--- src/rtl/mem_writeback_stage.sv ---
// MEM/WB pipeline register and writeback logic for the RV32I core: load extraction, source select,
// x0/fault write suppression and forwarding mirror. Optional retire counter under RETIRE_COUNTER_EN.
module mem_writeback_stage #(
   parameter int XLEN = 32
) (
   input  logic            clk,
   input  logic            nReset,
   input  logic            stall,
   input  logic            flush,
   input  logic            memValid,
   input  logic            memRegWrite,
   input  logic [4:0]      memRd,
   input  logic [1:0]      memResultSel,
   input  logic [XLEN-1:0] memAluResult,
   input  logic [XLEN-1:0] memLoadData,
   input  logic [2:0]      memLoadFunct3,
   input  logic            memIsLoad,
   input  logic [XLEN-1:0] memPcPlus4,
   output logic [4:0]      writeRegisterIndex,
   output logic [XLEN-1:0] writeRegisterData,
   output logic            shouldWrite,
   output logic            forwardValid,
   output logic [4:0]      forwardIndex,
   output logic [XLEN-1:0] forwardData,
`ifdef RETIRE_COUNTER_EN
   output logic [63:0]     retireCount,
`endif
   output logic            loadFault
);

   logic            wbValid;
   logic            wbRegWrite;
   logic [4:0]      wbRd;
   logic [1:0]      wbResultSel;
   logic [XLEN-1:0] wbAluResult;
   logic [XLEN-1:0] wbLoadValue;
   logic            wbFault;
   logic [XLEN-1:0] wbPcPlus4;

   logic [7:0]      loadByte;
   logic [15:0]     loadHalf;
   logic [XLEN-1:0] extValue;
   logic            extFault;
   logic            capFault;
   logic [XLEN-1:0] selData;
   logic            writeEnable;

   // Extract and extend the addressed byte/halfword/word; misaligned or unknown widths fault with value 0.
   always_comb begin
      loadByte = 8'd0;
      loadHalf = 16'd0;
      extValue = {XLEN{1'b0}};
      extFault = 1'b0;
      case (memAluResult[1:0])
         2'd0:    loadByte = memLoadData[7:0];
         2'd1:    loadByte = memLoadData[15:8];
         2'd2:    loadByte = memLoadData[23:16];
         2'd3:    loadByte = memLoadData[31:24];
         default: loadByte = memLoadData[7:0];
      endcase
      if (memAluResult[1]) begin
         loadHalf = memLoadData[31:16];
      end else begin
         loadHalf = memLoadData[15:0];
      end
      case (memLoadFunct3)
         3'b000: extValue = {{(XLEN-8){loadByte[7]}}, loadByte};
         3'b100: extValue = {{(XLEN-8){1'b0}}, loadByte};
         3'b001: begin
            if (memAluResult[0]) begin
               extFault = 1'b1;
            end else begin
               extValue = {{(XLEN-16){loadHalf[15]}}, loadHalf};
            end
         end
         3'b101: begin
            if (memAluResult[0]) begin
               extFault = 1'b1;
            end else begin
               extValue = {{(XLEN-16){1'b0}}, loadHalf};
            end
         end
         3'b010: begin
            if (memAluResult[1:0] != 2'd0) begin
               extFault = 1'b1;
            end else begin
               extValue = memLoadData;
            end
         end
         default: extFault = 1'b1;
      endcase
   end

   // Only real loads can fault; non-load instructions carry an arbitrary funct3.
   assign capFault = extFault & memIsLoad;

   // WB pipeline register: flush outranks stall, stall holds every field.
   always_ff @(posedge clk or negedge nReset) begin
      if (!nReset) begin
         wbValid     <= 1'b0;
         wbRegWrite  <= 1'b0;
         wbRd        <= 5'd0;
         wbResultSel <= 2'd0;
         wbAluResult <= {XLEN{1'b0}};
         wbLoadValue <= {XLEN{1'b0}};
         wbFault     <= 1'b0;
         wbPcPlus4   <= {XLEN{1'b0}};
      end else if (flush) begin
         wbValid <= 1'b0;
      end else if (!stall) begin
         wbValid     <= memValid;
         wbRegWrite  <= memRegWrite;
         wbRd        <= memRd;
         wbResultSel <= memResultSel;
         wbAluResult <= memAluResult;
         wbLoadValue <= extValue;
         wbFault     <= capFault;
         wbPcPlus4   <= memPcPlus4;
      end else begin
         wbValid <= wbValid;
      end
   end

   // Writeback source select; the reserved encoding falls back to the ALU result.
   always_comb begin
      selData = wbAluResult;
      case (wbResultSel)
         2'd0:    selData = wbAluResult;
         2'd1:    selData = wbLoadValue;
         2'd2:    selData = wbPcPlus4;
         default: selData = wbAluResult;
      endcase
   end

   assign loadFault          = wbValid & wbFault;
   assign writeEnable        = wbValid & wbRegWrite & (wbRd != 5'd0) & ~(wbValid & wbFault);
   assign shouldWrite        = writeEnable;
   assign writeRegisterIndex = wbRd;
   assign writeRegisterData  = selData;
   assign forwardValid       = writeEnable;
   assign forwardIndex       = wbRd;
   assign forwardData        = selData;

`ifdef RETIRE_COUNTER_EN
   logic [63:0] retireCnt;

   // Count valid, non-faulting instructions leaving WB (advanced or flushed out).
   always_ff @(posedge clk or negedge nReset) begin
      if (!nReset) begin
         retireCnt <= 64'd0;
      end else if (wbValid && !wbFault && (!stall || flush)) begin
         retireCnt <= retireCnt + 64'd1;
      end else begin
         retireCnt <= retireCnt;
      end
   end

   assign retireCount = retireCnt;
`endif

endmodule

--- config.mk ---
export PLATFORM = sky130hd
export DESIGN_NAME = mem_writeback_stage
export DESIGN_NICKNAME = d
export VERILOG_FILES = /design/src/rtl/mem_writeback_stage.sv
export SDC_FILE = /design/constraint.sdc
export NUM_CORES = 1
export LEC_CHECK = 0
export ABC_AREA = 1
export CAP_MARGIN = 10
export CORE_ASPECT_RATIO = 1.5
export CORE_MARGIN = 2
export CORE_UTILIZATION = 50
export DETAILED_ROUTE_END_ITERATION = 8
export HOLD_SLACK_MARGIN = 0.15
export PLACE_DENSITY = 0.95
export SLEW_MARGIN = 10
export SYNTH_ARGS = -nofsm -noshare
export SYNTH_HDL_FRONTEND = slang
export SYNTH_SLANG_ARGS = --single-unit
--- constraint.sdc ---
create_clock -name clk -period 3.5 [get_ports clk]
set_input_delay 0.7 -clock clk [delete_from_list [all_inputs] [get_ports clk]]
set_output_delay 0.7 -clock clk [all_outputs]
set_load 0.03 [all_outputs]
Word level (Yosys, flattened, before mapping)
Cells that the tools add are included.
{"block": "word_totals", "register_bits": 106, "inputBits": 113, "out_inout_bits": 77, "word_cells": 45}
{"block": "classes", "eq_ne": 10, "mux": 12, "bitwise_logic": 8, "n_reduce_logical": 7}
{"cell": "32-bit one-hot mux with 5 select lines", "count": 1}
{"cell": "32-bit two-way mux", "count": 2}
{"cell": "32-bit one-hot mux with 2 select lines", "count": 1}
{"cell": "16-bit two-way mux", "count": 2}
{"cell": "8-bit one-hot mux with 4 select lines", "count": 1}
{"cell": "2-bit == test, second input constant", "count": 3}
{"cell": "3-bit == test, second input constant", "count": 2}
{"cell": "1-bit AND", "count": 5}
{"cell": "5-bit nonzero test", "count": 1}
{"cell": "2-bit by 1-bit == test with 1-bit output, second input constant", "count": 2}
{"cell": "1-bit two-way mux", "count": 4}
{"cell": "2-bit OR reduction", "count": 2}
{"cell": "3-bit by 1-bit == test with 1-bit output, second input constant", "count": 1}
{"cell": "3-bit by 2-bit == test with 1-bit output, second input constant", "count": 1}
{"cell": "3-bit logical NOT", "count": 1}
{"cell": "1-bit inverter", "count": 3}
{"cell": "1-bit one-hot mux with 3 select lines", "count": 1}
{"cell": "2-bit logical NOT", "count": 1}
{"cell": "2-bit by 1-bit != test with 1-bit output, second input constant", "count": 1}
{"cell": "2-bit AND reduction", "count": 1}
{"cell": "2-bit nonzero test", "count": 1}

Depth between registers and ports, before layout
Gate-level depths: netlist (run 1).
{"block": "depth", "ltp_word": 4, "ltp_mapped": 10, "ltp_nobuf": 9}

Worst setup path after synthesis (run 1)
Ideal clock, no wire load.
{"block": "synth_timing", "path_type": "register to output", "start": "register wbResultSel[0]", "end": "output writeRegisterData[10]", "arrival_ns": 2.076, "t_required_ns": 2.800, "slack_ns": 0.724, "path_stages_with_launch": 8, "path_buffers": 3, "cell_sequence": "dfrtp_1 > inv_1 > ha_1 > clkbuf_1 > clkbuf_1 > a21oi_1 > a22oi_1 > buf_4"}
{"block": "synth_via", "elab_chain_cells": 2, "word_cells_on_any_way": 3, "cone_classes": "eq/ne (2); mux (1)"}
{"element": "from (decl)", "line": "34", "source": "logic [1:0] wbResultSel;"}
{"element": "from (signal assigned)", "line": "114", "source": "wbResultSel <= memResultSel;"}
{"element": "2-bit == test or 2-bit by 1-bit == test with 1-bit output (tied branches)", "line": "127", "source": "case (wbResultSel)"}
{"element": "32-bit one-hot mux with 2 select lines (*)", "line": "127"}
{"element": "to (decl)", "line": "20", "source": "output logic [XLEN-1:0] writeRegisterData,"}
Every way passes the cells marked *; elsewhere a longest branch is shown, timed or not.

Worst setup path in the final report (run 1)
{"block": "layout_timing", "start": "register wbResultSel[0]", "end": "output writeRegisterData[8]"}
The elaborated chain is that of the path after synthesis.

==> out/qor.yml, run 1 <==
ctsHoldBuffers: 0
yosysSeqAreaShare_pct: 44.73
die_w_um: 92.93
cts.sinks: 106
grt_pass1_vias: 5361
die_area_sq_um: 12770
grt_pass1_wl_mm: 25.54
drc: 0
drive_gt1_share_pct: 6.552
wl_per_cell_um: 14.83
hold_violations: 0
power_switching_mw: 1.552
final_cell_mix: "nand2_1 (363), clkdlybuf4s50_1 (188), dfrtp_1 (106), inv_1 (39), a21oi_1 (39)"
p_int_mw: 2.554
start_util_pct: 51.43
hold_ws_ps: 475.6
path_cells: "inv_1 > ha_4 > buf_12 > a21oi_1 > a22oi_1 > clkdlybuf4s50_1"
peakVddDrop_v: 0.0003310
clock_latency_ps: 340
syn_to_final_growth_pct: 32.66
io_buffer_count: 189
relSlewSlack_pct: 31.63
fin_crit_sh_pct: 93.09
start_kind: "register"
cp_slowest_cell: "clkdlybuf4s50_1"
die_y_um: 137.4
setup_violations: 0
yosys.cell_types.count: 29
drt_wl_total_mm: 16.04
ios: 190
overflow: 0
place.gp.congestion: 0.9654
clockRootBuffer: "clkbuf_16"
antenna_found_initial: 0
vias: 5639
synth_fp_nets: 914
switching_share_pct: 37.80
track_usage_pct: 25.10
placementRows: 48
via_per_inst: 5.216
antenna_left: 0
syn_inst: 799
hp-class: "register to register"
critical-path-max-stage-delay_ps: 760
finalWorstPathRequiredPeriod_ps: 3258
finClkSkew_ps: 0
cap_viol_max_count: 0
final_common_cell: "nand2_1"
cts_made_buffers: 9
syn_area_sq_um: 5931
critical_path_class: "register to output pin"
drt_iter0_markers: 365
setup_slack_ps: 242.0
syn_area_per_cell_sq_um: 7.423
rsz0062_at_grt: "no"
yosysWarningCount: 0
grt_max_degree: 136
leakagePower_nw: 3.832
report.final.slew_viol_count: 0
arrival_ps: 2560
crit_required_ps: 2800
dp_hpwl_mm: 11.97
total_power_mw: 4.107
clk_pin_slew_ps: 70
tightest_slew_ps: 1026
nets: 1042
core_sq_um: 11530
antenna_cells: 0
first_pass_iters: 6
combPwrFrac_pct: 42.9
p_clk_share_pct: 22.2
worst-path-buf-inv: 3
cellPowerDensity_nw_per_um2: 522.0
p_seq_share_pct: 34.9
cts_tree: "yes"
max_clock_freq_ghz: 0.3069
status: "finished clean"
end_kind: "output pin"
finalSetupTns_ps: 0
dp_slack_ps: 442.7
cts.htree.levels: 3
cp_max_fo: 38
synth_seq_cells: 106
final_util_pct: 68.23
crit_family: "buffers and inverters"
clockBufferDepth: 2
==> worst paths after layout <==
| kind | from | cells past startpoint | slack, ps | end |
|---|---|---|---|---|
| max | wbResultSel[0] | 6 | 240 | writeRegisterData[8] |
| min | wbPcPlus4[16] | 2 | 480 | wbPcPlus4[16] |
| max reg2reg | wbResultSel[0] | 2 | 2730 | wbResultSel[0] |
| min reg2reg | wbPcPlus4[16] | 2 | 480 | wbPcPlus4[16] |
| max in group asynchronous | nReset | 2 | 2170 | wbPcPlus4[16] |
| min in group asynchronous | nReset | 1 | 520 | wbValid |
==> cells by family after synthesis <==
family                   synth area share [%]
multiplexers                           0.3376
adder cells (fa/ha/maj)                0.4219
flip-flops                              44.73
AND/OR/NAND/NOR                         30.59
AO/OA/AOI/OAI                           12.17
buffers and inverters                   11.75
==> per-stage QoR <==
step / cells / cell area [sq um]
floorplan: 799 / 5931
global placement: 1066 / 7596
detailed placement: 1066 / 7596
CTS: 1081 / 7858
global route: 1081 / 7868
finish: 1081 / 7868
==> timing repair <==
item | in CTS | in global routing
endpoints found under the hold margin | 0 | 0
buffers inserted | 0 | 0
gates resized for setup | 0 | 1
endpoints found under the setup margin | 0 | 32
==> per-layer routing <==
layer	routed length, um	GRT usage, %	up-vias
met5	0	0	-
met4	595	10.95	0
met3	730	4.048	43
met2	8262	43.04	224
met1	6447	31.30	2619
li1	-	-	2753
==> cell usage after synthesis <==
cell      count  area, sq um
a22oi_1      32        240.2
buf_12        1        20.02
nor2_2        1        6.260
inv_4         1        6.260
nand2_2       6        37.54
o21ai_0      37        185.2
ha_1          2        25.02
nand4_1       2        12.51
nand3_4       1        17.52
a21oi_2      10        87.58
nor3_1        2        10.01
inv_2         6        22.52
o21ai_1       1        5.000
nand2_4       3        33.78
a21oi_1      39        195.2
o21ai_2       1        8.760
nand4_4       1        21.27
mux2i_1       2        20.02
inv_1        39        146.4
buf_6         3        33.78
buf_2        14        70.07
dfrtp_1     106         2653
buf_4        41        307.8
nand2_1     363         1363
nand3_2       1        10.01
nand3_1      38        190.2
nor2_1       18        67.56
nor2_4        4        45.04
clkbuf_1     24        90.09
==> state kept, by name (all words and copies together), names as in the netlist <==
register / flops
wbValid: 1
wbRegWrite: 1
wbFault: 1
wbAluResult: 32
wbLoadValue: 32
wbResultSel: 2
forwardIndex: 5
wbPcPlus4: 32
==> power by group through the flow <==
stage          logic, mW  clock network (mW)  registers (mW)
3_5_place_dp        1.75                   0            1.45
2_1_floorplan       1.15                   0            1.45
5_1_grt             1.88               0.977            1.45
4_1_cts             1.76               0.928            1.43
6_report            1.76               0.914            1.43
3_3_place_gp        1.72                   0            1.45
==> tightest hold or removal path, delay by kind of cell (launching register included) <==
family,cells,cell delay [ps]
AND/OR/NAND/NOR,2,100
flip-flops,1,350
==> cell type report <==
class                   instances  area, sq um
fillers                       954         3664
flip-flops and latches        106         2653
multi-input cells             564         2594
repair buffers                200         1997
clock buffers                  11        232.7
well taps                     150        187.7
inverters                      46        175.2
clock inverters                 4        28.78
No activity file was read; power rests on OpenSTA's default activity.
==> inputs of run 2 (changes only) <==
- CAP_MARGIN: 10 -> unset
==> results of run 2 <==
The final DEF is identical to that of run 1; final timing and power are the same.
==> inputs of run 3 (changes only) <==
- SETUP_SLACK_MARGIN: unset -> 0.4
==> out/qor.yml, run 3 (synthesized netlist as in run 1, its figures left out) <==
worst_r2r_endpoint: "wbResultSel[0]"
start_kind: "register"
top_regs: "wbAluResult: 32 flops, wbLoadValue: 32 flops, wbPcPlus4: 32 flops"
dp_hpwl_mm: 11.97  # unchanged
ios: 190  # unchanged
dp_cells: 1066  # unchanged
track_usage_pct: 25.13  # about the same
final_util_pct: 68.25  # about the same
hp-class: "register to register"
drc: 0  # unchanged
hold_violations: 0  # unchanged
syn_to_final_growth_pct: 32.70  # about the same
finClkSkew_ps: 0  # unchanged
tightest_slew_ps: 1027  # +1.592 ps
setup_violations: 0  # unchanged
rsz0062_at_grt: "yes"
min_to: "wbRegWrite"
finalSetupTns_ps: 0  # unchanged
reg2reg_slack_ps: 2720  # about the same
cellPowerDensity_nw_per_um2: 505.4  # -3.2%
post_cts_buffers: 0  # unchanged
hp-start: "wbRegWrite"
critical_path_class: "register to output pin"
leakagePower_nw: 4.169  # +8.8%
io_buffer_count: 189  # unchanged
grt_max_degree: 136  # unchanged
drt_iter0_markers: 356  # -2.5%
grt_pass1_wl_mm: 25.56  # about the same
arrival_ps: 2240  # -320 ps
holdPathStages: 2  # unchanged
via_per_inst: 5.230  # +0.27%
start_util_pct: 51.43  # unchanged
worstReg2RegStart: "wbResultSel[0]"
cap_viol_max_count: 0  # unchanged
antenna_left: 0  # unchanged
max_clock_freq_ghz: 0.3397  # +11%
final_common_cell: "nand2_1"
clock_latency_ps: 340  # about the same
crit_required_ps: 2800  # about the same
die_area_sq_um: 12770  # unchanged
placementRows: 48  # unchanged
final_cells: 1081  # unchanged
grt_pass1_vias: 5361  # unchanged
overflow: 0  # unchanged
nets: 1042  # unchanged
antenna_cells: 0  # unchanged
clk_pin_slew_ps: 70  # about the same
wl_per_cell_um: 14.93  # +0.64%
die_y_um: 137.4  # unchanged
report.final.slew_viol_count: 0  # unchanged
cts.sinks: 106  # unchanged
drt_wl_total_mm: 16.14  # +0.64%
core_sq_um: 11530  # unchanged
cts.htree.levels: 3  # unchanged
clockRootBuffer: "clkbuf_16"
vias: 5654  # +0.27%
peakVddDrop_v: 0.0002876  # -13%
cp_max_fo: 38  # unchanged
relSlewSlack_pct: 31.52  # -0.11 points
status: "finished clean"
setup_slack_ps: 556.3  # +314.2 ps
cts_made_buffers: 9  # unchanged
drive_gt1_share_pct: 6.552  # unchanged
place.gp.congestion: 0.9654  # unchanged
finalWorstPathRequiredPeriod_ps: 2944  # -314.2 ps
fin_crit_sh_pct: 84.11  # -9.0 points
dp_slack_ps: 442.7  # unchanged
hold_ws_ps: 476.3  # +0.7100 ps
first_pass_iters: 5  # -1
cts_tree: "yes"
r2r_cells: 2  # unchanged
final_cell_mix: "nand2_1 (363), clkdlybuf4s50_1 (124), dfrtp_1 (106), dlygate4sd2_1 (42)"
fillCellCount: 957  # +0.31%
die_w_um: 92.93  # unchanged
clockBufferDepth: 2  # unchanged
ctsHoldBuffers: 0  # unchanged
end_kind: "output pin"
antenna_found_initial: 0  # unchanged
-- run 3: cell count changes in the layout (fill, tap and decap cells not counted), sizes merged --
cell | previous run | this run
dlygate4sd2 | 0 | 42
dlymetal6s2s | 0 | 22
clkdlybuf4s50 | 188 | 124
-- run 3: power breakdown --
| group | leakage [nW] | internal, mW | switching, mW |
|---|---|---|---|
| combinational | 2.70 | 0.592 | 1.04 |
| clock | 0.122 | 0.480 | 0.431 |
| sequential | 1.35 | 1.36 | 0.0719 |
-- run 3: timing repair --
item,4_1_cts,5_1_grt
pin swaps,0,0
gates cloned,0,0
gates resized for setup,43,22
setup endpoints to repair,64,24
-- run 3: critical path: stages, from the launching register on --
cell and delay (ps):
dfrtp_1 360, inv_1 90, ha_4 450, buf_12 230, a21oi_1 60, a22oi_1 220, dlygate4sd2_1 470
-- run 3: routing by layer --
layer / routed length (um) / GRT usage, % / vias up
li1: - / - / 2750
met1: 6411 / 31.37 / 2633
met2: 8295 / 43.04 / 227
met3: 826 / 4.048 / 44
met4: 605 / 10.95 / 0
met5: 0 / 0 / -
-- run 3: how the worst max path moves through the flow --
stage                               from                    end  slack (ps)  depth (start not counted)
after floorplan           wbResultSel[0]  writeRegisterData[10]         720                          7
after detailed placement  wbResultSel[0]   writeRegisterData[8]         440                          6
after global routing      wbResultSel[0]        forwardData[15]         390                          6
after CTS                 wbResultSel[1]   writeRegisterData[0]         410                          6
final                     wbResultSel[0]   writeRegisterData[8]         560                          6
after global placement    wbResultSel[0]         forwardData[2]         560                          6
-- run 3: stage by stage --
step / instance area, sq um / power [mW]
finish: 7870 / 3.978
global route: 7870 / 4.169
CTS: 7815 / 4.008
detailed placement: 7596 / 3.204
global placement: 7596 / 3.163
floorplan: 5931 / 2.596
-- run 3: final cells by class --
cell class,count,area (sq um),area share [%]
sequential,106,2653,33.70
multi-input combinational,564,2594,32.96
timing repair buffer,200,1999,25.41
clock buffer,11,232.7,2.957
tap,150,187.7,2.385
inverter,46,175.2,2.226
clock inverter,4,28.78,0.3657
